## config.mk

```make
export PLATFORM = sky130hd
export DESIGN_NAME = countdown_timer
export DESIGN_NICKNAME = d
export VERILOG_FILES = /design/src/rtl/countdown_timer_pkg.sv /design/src/rtl/countdown_timer_bcd_digit.sv /design/src/rtl/countdown_timer.sv
export SDC_FILE = /design/constraint.sdc
export NUM_CORES = 1
export LEC_CHECK = 0
export ABC_AREA = 0
export BUFFER_PORTS_ARGS = -buffer_cell sky130_fd_sc_hd__clkbuf_2
export CORE_UTILIZATION = 59
export CTS_BUF_LIST = sky130_fd_sc_hd__clkbuf_16
export DETAILED_ROUTE_END_ITERATION = 10
export PLACE_DENSITY = 0.87
export SYNTH_ARGS = -nofsm -noshare
export SYNTH_HDL_FRONTEND = slang
export SYNTH_SLANG_ARGS = --single-unit
```

## constraint.sdc

```tcl
create_clock -name clk_sys -period 3.4 [get_ports clk_sys]
set_input_delay 0.17 -clock clk_sys [delete_from_list [all_inputs] [get_ports clk_sys]]
set_output_delay 0.17 -clock clk_sys [all_outputs]
set_load 0.005 [all_outputs]
```

## src/rtl/countdown_timer_pkg.sv

```systemverilog
// Shared definitions for the TIMING-mode countdown/stopwatch core and its display driver.
package countdown_timer_pkg;

    typedef enum logic [1:0] {
        IDLE  = 2'd0,
        RUN   = 2'd1,
        PAUSE = 2'd2,
        DONE  = 2'd3
    } state_t;

    localparam int UNITS_MAX = 9;
    localparam int TENS_MAX  = 5;

    localparam int CS_UNITS_LSB = 0;
    localparam int CS_TENS_LSB  = 4;
    localparam int S_UNITS_LSB  = 8;
    localparam int S_TENS_LSB   = 12;
    localparam int M_UNITS_LSB  = 15;
    localparam int M_TENS_LSB   = 19;

    localparam logic [2:0] MODE_TIMING = 3'b011;

    // A preset pair is {tens[2:0], units[3:0]}; tens may not exceed 5, units may not exceed 9.
    function automatic logic bcd_pair_ok(input logic [6:0] pair);
        return (pair[3:0] <= 4'(UNITS_MAX)) && (pair[6:4] <= 3'(TENS_MAX));
    endfunction

endpackage

```

## src/rtl/countdown_timer_bcd_digit.sv

```systemverilog
// One BCD digit of the timer chain; wraps at MAX and reports carry/borrow to the next digit.
module countdown_timer_bcd_digit #(
    parameter int MAX = 9
) (
    input  logic       clk,
    input  logic       rst_n,
    input  logic       inc,
    input  logic       dec,
    input  logic       clr,
    input  logic       ld,
    input  logic [3:0] ld_val,
    output logic [3:0] value,
    output logic       carry,
    output logic       borrow
);
    localparam logic [3:0] MAX4 = 4'(MAX);

    always_ff @(posedge clk or negedge rst_n) begin
        if (!rst_n) begin
            value <= 4'd0;
        end else if (clr) begin
            value <= 4'd0;
        end else if (ld) begin
            value <= ld_val;
        end else if (inc) begin
            value <= (value == MAX4) ? 4'd0 : value + 4'd1;
        end else if (dec) begin
            value <= (value == 4'd0) ? MAX4 : value - 4'd1;
        end
    end

    assign carry  = inc && (value == MAX4);
    assign borrow = dec && (value == 4'd0);

endmodule

```

## src/rtl/countdown_timer.sv

```systemverilog
// Stopwatch / countdown core: run-pause FSM, tick prescaler, preset validation and a six-digit BCD chain.
module countdown_timer
    import countdown_timer_pkg::*;
#(
    parameter int CLK_HZ  = 100_000_000,
    parameter int TICK_HZ = 100
) (
    input  logic        clk_sys,
    input  logic        rstn,
    input  logic        en,
    input  logic        count_down,
    input  logic        btn_start,
    input  logic        btn_clear,
    input  logic        load,
    input  logic [6:0]  load_min_bcd,
    input  logic [6:0]  load_sec_bcd,
    output logic [19:0] time_data,
    output logic [1:0]  min_tens_hi,
    output logic        running,
    output logic        done,
    output logic        load_err
);
    localparam int DIV   = CLK_HZ / TICK_HZ;
    localparam int CNT_W = $clog2(DIV);
    localparam logic [CNT_W-1:0] CNT_LAST = CNT_W'(DIV - 1);
    localparam logic [3:0] U_MAX = 4'(UNITS_MAX);
    localparam logic [3:0] T_MAX = 4'(TENS_MAX);

    state_t           state, state_next;
    logic             mode_down;
    logic [CNT_W-1:0] cnt;
    logic             start, clear, ld;
    logic             tick, step;
    logic             upper_zero, upper_max, all_zero, all_max, pre_down, pre_up;
    logic             at_term, pre_term, preset_ok;
    logic             ld_ok, err_next, done_next, enter_run;
    logic [3:0]       dig    [6];
    logic [3:0]       preset [6];
    logic             unused_chain_end;

    assign start = en && btn_start;
    assign clear = en && btn_clear;
    assign ld    = en && load;

    assign preset[0] = 4'd0;
    assign preset[1] = 4'd0;
    assign preset[2] = load_sec_bcd[3:0];
    assign preset[3] = {1'b0, load_sec_bcd[6:4]};
    assign preset[4] = load_min_bcd[3:0];
    assign preset[5] = {1'b0, load_min_bcd[6:4]};
    assign preset_ok = bcd_pair_ok(load_min_bcd) && bcd_pair_ok(load_sec_bcd);

    assign upper_zero = (dig[1] == 4'd0) && (dig[2] == 4'd0) && (dig[3] == 4'd0)
                     && (dig[4] == 4'd0) && (dig[5] == 4'd0);
    assign upper_max  = (dig[1] == U_MAX) && (dig[2] == U_MAX) && (dig[3] == T_MAX)
                     && (dig[4] == U_MAX) && (dig[5] == T_MAX);
    assign all_zero = upper_zero && (dig[0] == 4'd0);
    assign pre_down = upper_zero && (dig[0] == 4'd1);
    assign all_max  = upper_max && (dig[0] == U_MAX);
    assign pre_up   = upper_max && (dig[0] == U_MAX - 4'd1);
    assign at_term  = mode_down ? all_zero : all_max;
    assign pre_term = mode_down ? pre_down : pre_up;

    // A tick arriving while already at the terminal value must not wrap the digits.
    assign tick = (state == RUN) && (cnt == CNT_LAST);
    assign step = tick && !at_term;

    for (genvar i = 0; i < 6; i++) begin : g_digit
        localparam int MAX = (i == 3 || i == 5) ? TENS_MAX : UNITS_MAX;
        logic inc, dec, carry, borrow;
        if (i == 0) begin : g_first
            assign inc = step && !mode_down;
            assign dec = step && mode_down;
        end else begin : g_rest
            assign inc = g_digit[i-1].carry;
            assign dec = g_digit[i-1].borrow;
        end
        countdown_timer_bcd_digit #(.MAX(MAX)) u_digit (
            .clk    (clk_sys),
            .rst_n  (rstn),
            .inc    (inc),
            .dec    (dec),
            .clr    (clear),
            .ld     (ld_ok),
            .ld_val (preset[i]),
            .value  (dig[i]),
            .carry  (carry),
            .borrow (borrow)
        );
    end

    assign unused_chain_end = g_digit[5].carry | g_digit[5].borrow;

    assign time_data   = {dig[5][0], dig[4], dig[3][2:0], dig[2], dig[1], dig[0]};
    assign min_tens_hi = dig[5][2:1];

    // Prescaler restarts on every entry into RUN so the first tick lands a full period later.
    always_ff @(posedge clk_sys or negedge rstn) begin
        if (!rstn) begin
            state     <= IDLE;
            mode_down <= 1'b0;
            cnt       <= '0;
            running   <= 1'b0;
            done      <= 1'b0;
            load_err  <= 1'b0;
        end else begin
            state <= state_next;
            if (state == IDLE && state_next == RUN) begin
                mode_down <= count_down;
            end
            if (enter_run) begin
                cnt <= '0;
            end else if (state == RUN) begin
                cnt <= tick ? '0 : cnt + 1'b1;
            end
            running  <= (state_next == RUN);
            done     <= done_next;
            load_err <= err_next;
        end
    end

    // Priority: clear, then start, then load, then the terminal check on a tick.
    always_comb begin
        state_next = state;
        if (clear) begin
            state_next = IDLE;
        end else if (start) begin
            case (state)
                IDLE:    state_next = (count_down && all_zero) ? IDLE : RUN;
                RUN:     state_next = PAUSE;
                PAUSE:   state_next = RUN;
                default: state_next = state;
            endcase
        end else if (ld && state != RUN) begin
            if (preset_ok) begin
                state_next = IDLE;
            end
        end else if (tick && (pre_term || at_term)) begin
            state_next = DONE;
        end
    end

    always_comb begin
        ld_ok     = 1'b0;
        err_next  = 1'b0;
        done_next = 1'b0;
        enter_run = 1'b0;
        if (ld && !clear && !start && state != RUN) begin
            ld_ok    = preset_ok;
            err_next = !preset_ok;
        end
        done_next = (state == RUN) && (state_next == DONE);
        enter_run = (state != RUN) && (state_next == RUN);
    end

endmodule
```

==> results.md <==
* Outcome: complete, but fails checks
* Violated checks: hold timing
* H-tree levels at 2
* DIE HEIGHT at approximately 86 µm
* Drt pass-1 iters at 6
* Initial antenna violation count at 0
* Predominant post-synthesis flop cell: dfrtp_1
* Layout cell share with drive strength beyond 1 at between 10% and 20%
* Reg2reg end: g_digit[1].u_digit.value[1]$_DFFE_PN0P_
* Required @ worst endpoint at between 3 and 4 ns
* Cells on worst reg2reg path at 8
* Max cap viols at 0
* Worst-margin pin slew at slightly above 0.9 ns
* Grt total ovfl at 0
* Critical path peak fanout at 7
* Clock skew at between 0.005 and 0.006 ns
* Diode count at 0
* CTS sink count at 50
* CTS Buffer Depth at 2
* Antenna Nets Post-Route at 0
* Nets at 567
* Routed vias/inst at roughly 6.5
* Fmax at around 0.32 GHz
* Worst R2R Start: cnt[7]$_DFFE_PN0P_
* Max Slew Vio Count at 0
* Vias in the first global route at roughly 3,700
* CTS buffer count at 5
* Core Rows at 30
* Startpoint Class: register
* Clk_lat worst skew at about 0.29 ns
* Ys async rst share at 100%
* Fin area at 4480 µm²
* Crit path DAT at roughly 3.4 ns
* Instance count of the mapped netlist at around 510
* Seq/Total Area, Yosys at between 30% and 40%
* GRT Util Overall at between 20 and 30%
* Clk root buf: clkbuf_16
* Worst Hold Class: primary input to asynchronous set/reset pin
* CP max-delay cell: a311oi_1
* First-pass GRT wire length at between 15,000 and 20,000 µm
* Hold Fails Final Rpt at 21
* R2r setup slk at roughly 0.25 ns
* Pwr/cell area at between 500 and 600 nW/µm²
* Syn avg cell area at roughly 8.1 µm²
* Setup Buffers After CTS at 0
* Post-cts resize count at 0
* Placed cell area at ~4300 µm²
* RSZ-0062 raised after global routing: false
* Post-synth cell types at 74
* Most frequent CP cell: a311oi_1
* CP Launch Point: cnt[7]$_DFFE_PN0P_
* Die Footprint at around 7300 µm²
* Final HPWL DP at 7320 µm
* Post-Route WL at 10,300 µm
* P&R area growth vs syn at 8.32%
* Port bufs at 45
* Tmin final at roughly 3.2 ns
* Post-synth EDFFs at 0
* Core area at around 6800 µm²
* Die W at between 80 and 90 µm
* Minimum hold slack at -0.0274 ns
* #FFs+latches synth at 50
* CP Class: register to register
* Ports at 46
* Worst-path clk slew at 0.07 ns
* # setup viols final at 0
* Starting Density at between 60% and 70%
* Total power draw at 2.37 mW
* Setup TNS at 0 ns
* DR WL/cell at 16.5 µm
* Largest net degree at the start of global routing at between 50 and 60
* TritonCTS clock tree: done
* CP peak stage delay at 0.70 ns
* GPL Wtd Cong at roughly 0.86
* Post-CTS Hold Buffers at 0
* Period utilization at a little over 90%
* Mapped cell area at roughly 4100 µm²
* Worst Setup EP: g_digit[1].u_digit.value[1]$_DFFE_PN0P_
* Peak supply drop at 0.244 mV
* DRC at 0
* Via count at ~4,100
* Yosys warns at 0
* Slew margin rel. at slightly below 40%
* P_leak at 1.90 nW
* Initial DRC count at 450
* Syn_nets at between 500 and 600
* Worst path cell trace: or3_1 -> nor4_2 -> nand2_1 -> a311oi_1 -> buf_4 -> nor4b_1 -> a311oi_1 -> a211oi_1
* CP Capture Type: register
==> registers in the layout (all words and copies together), names as in the netlist <==
register,flops
state,2
load_err,1
running,1
g_digit.u_digit.value,24
cnt,20
mode_down,1
done,1
==> Yosys cell counts, drive strengths merged, types with 3 or more instances <==
master   n  share of area (%)
nor4b    4               0.85
o31ai   13                2.6
mux2     5                1.5
nor2b    5               0.76
a211oi   8                1.7
a21oi   16                1.9
or3      6               0.91
a211o    3               0.64
xor2     3               0.64
a31oi    5               0.76
and2     8                1.2
o211ai   4               0.73
nor3b    4               0.73
xnor2    5                1.1
mux2i    5                1.2
ha      18                5.4
or3b     4               0.85
inv     18                1.6
o41ai    3               0.64
nand3   22                2.7
nor3    18                2.2
nor4    11                2.7
a221oi   3               0.64
nand2   68                6.2
and3     6               0.91
nand3b   6                1.1
nand4    3               0.45
a311oi   3               0.64
nand2b   8                1.2
or2      3               0.51
buf     25                4.5
clkbuf  22                2.0
or4b     3               0.73
dfrtp   50                 30
or4      4               0.82
nor2    43                3.9
o21ai   39                4.7
o32ai    3               0.64
==> kinds of logic after synthesis <==
family | share of synthesized area, %
muxes | 3.21
and+or+nand+nor | 30.9
xor gates and xnor gates | 1.69
AOI/OAI and AO/OA | 20.4
buffers and inverters | 8.11
DFF | 30.2
adders and majority gates | 5.44
==> routing by layer <==
layer,part of all wire [%],track usage (%),up-vias
met5,0,0,-
met4,2.1,10.3,0
met3,8.3,4.43,32
met2,47,47.7,224
met1,43,39.8,1910
li1,-,-,1893
==> cells in the final DEF, fill, tap and decap left out, drive strengths merged, types with 8 or more instances in the layout <==
cell,count
a211oi,8
a21oi,16
and2,8
buf,12
clkbuf,50
dfrtp,50
ha,18
inv,19
nand2,68
nand2b,8
nand3,22
nor2,43
nor3,18
nor4,11
o21ai,39
o31ai,13
==> power by group <==
group | switching (mW) | internal (mW)
logic | 0.489 | 0.413
clock network | 0.237 | 0.349
registers | 0.190 | 0.692
==> final cells by class <==
type | instances | area [µm²]
well taps | 96 | 120
repair buffers | 57 | 315
fillers | 554 | 2310
flip-flops and latches | 50 | 1250
clock buffers | 5 | 125
clock inverters | 3 | 43.8
inverters | 18 | 67.6
multi-input cells | 396 | 2560
==> worst max-delay path, delay by kind of cell (launching register included) <==
family,cells,cell delay [ns]
AOI/OAI and AO/OA,3,1.03
buffers and inverters,1,0.27
DFF,1,0.44
and+or+nand+nor,4,1.32
==> metrics by stage <==
step	cells	util [%]	setup slack, ns
6_report	625	65.9	0.246
2_1_floorplan	511	-	0.570
3_3_place_gp	617	63.5	0.422
3_5_place_dp	617	63.5	0.332
4_1_cts	625	65.9	0.276
5_1_grt	625	65.9	0.00136
==> worst min path at each step <==
stage                                                    endpoint  slack, ns
after floorplan                                cnt[0]$_DFFE_PN0P_      -0.13
after global placement    g_digit[2].u_digit.value[0]$_DFFE_PN0P_       0.33
after detailed placement  g_digit[2].u_digit.value[0]$_DFFE_PN0P_       0.33
after CTS                 g_digit[2].u_digit.value[0]$_DFFE_PN0P_       0.02
after global routing      g_digit[2].u_digit.value[0]$_DFFE_PN0P_       0.05
final                     g_digit[2].u_digit.value[0]$_DFFE_PN0P_      -0.03
Power figures use the tool's default switching activity.
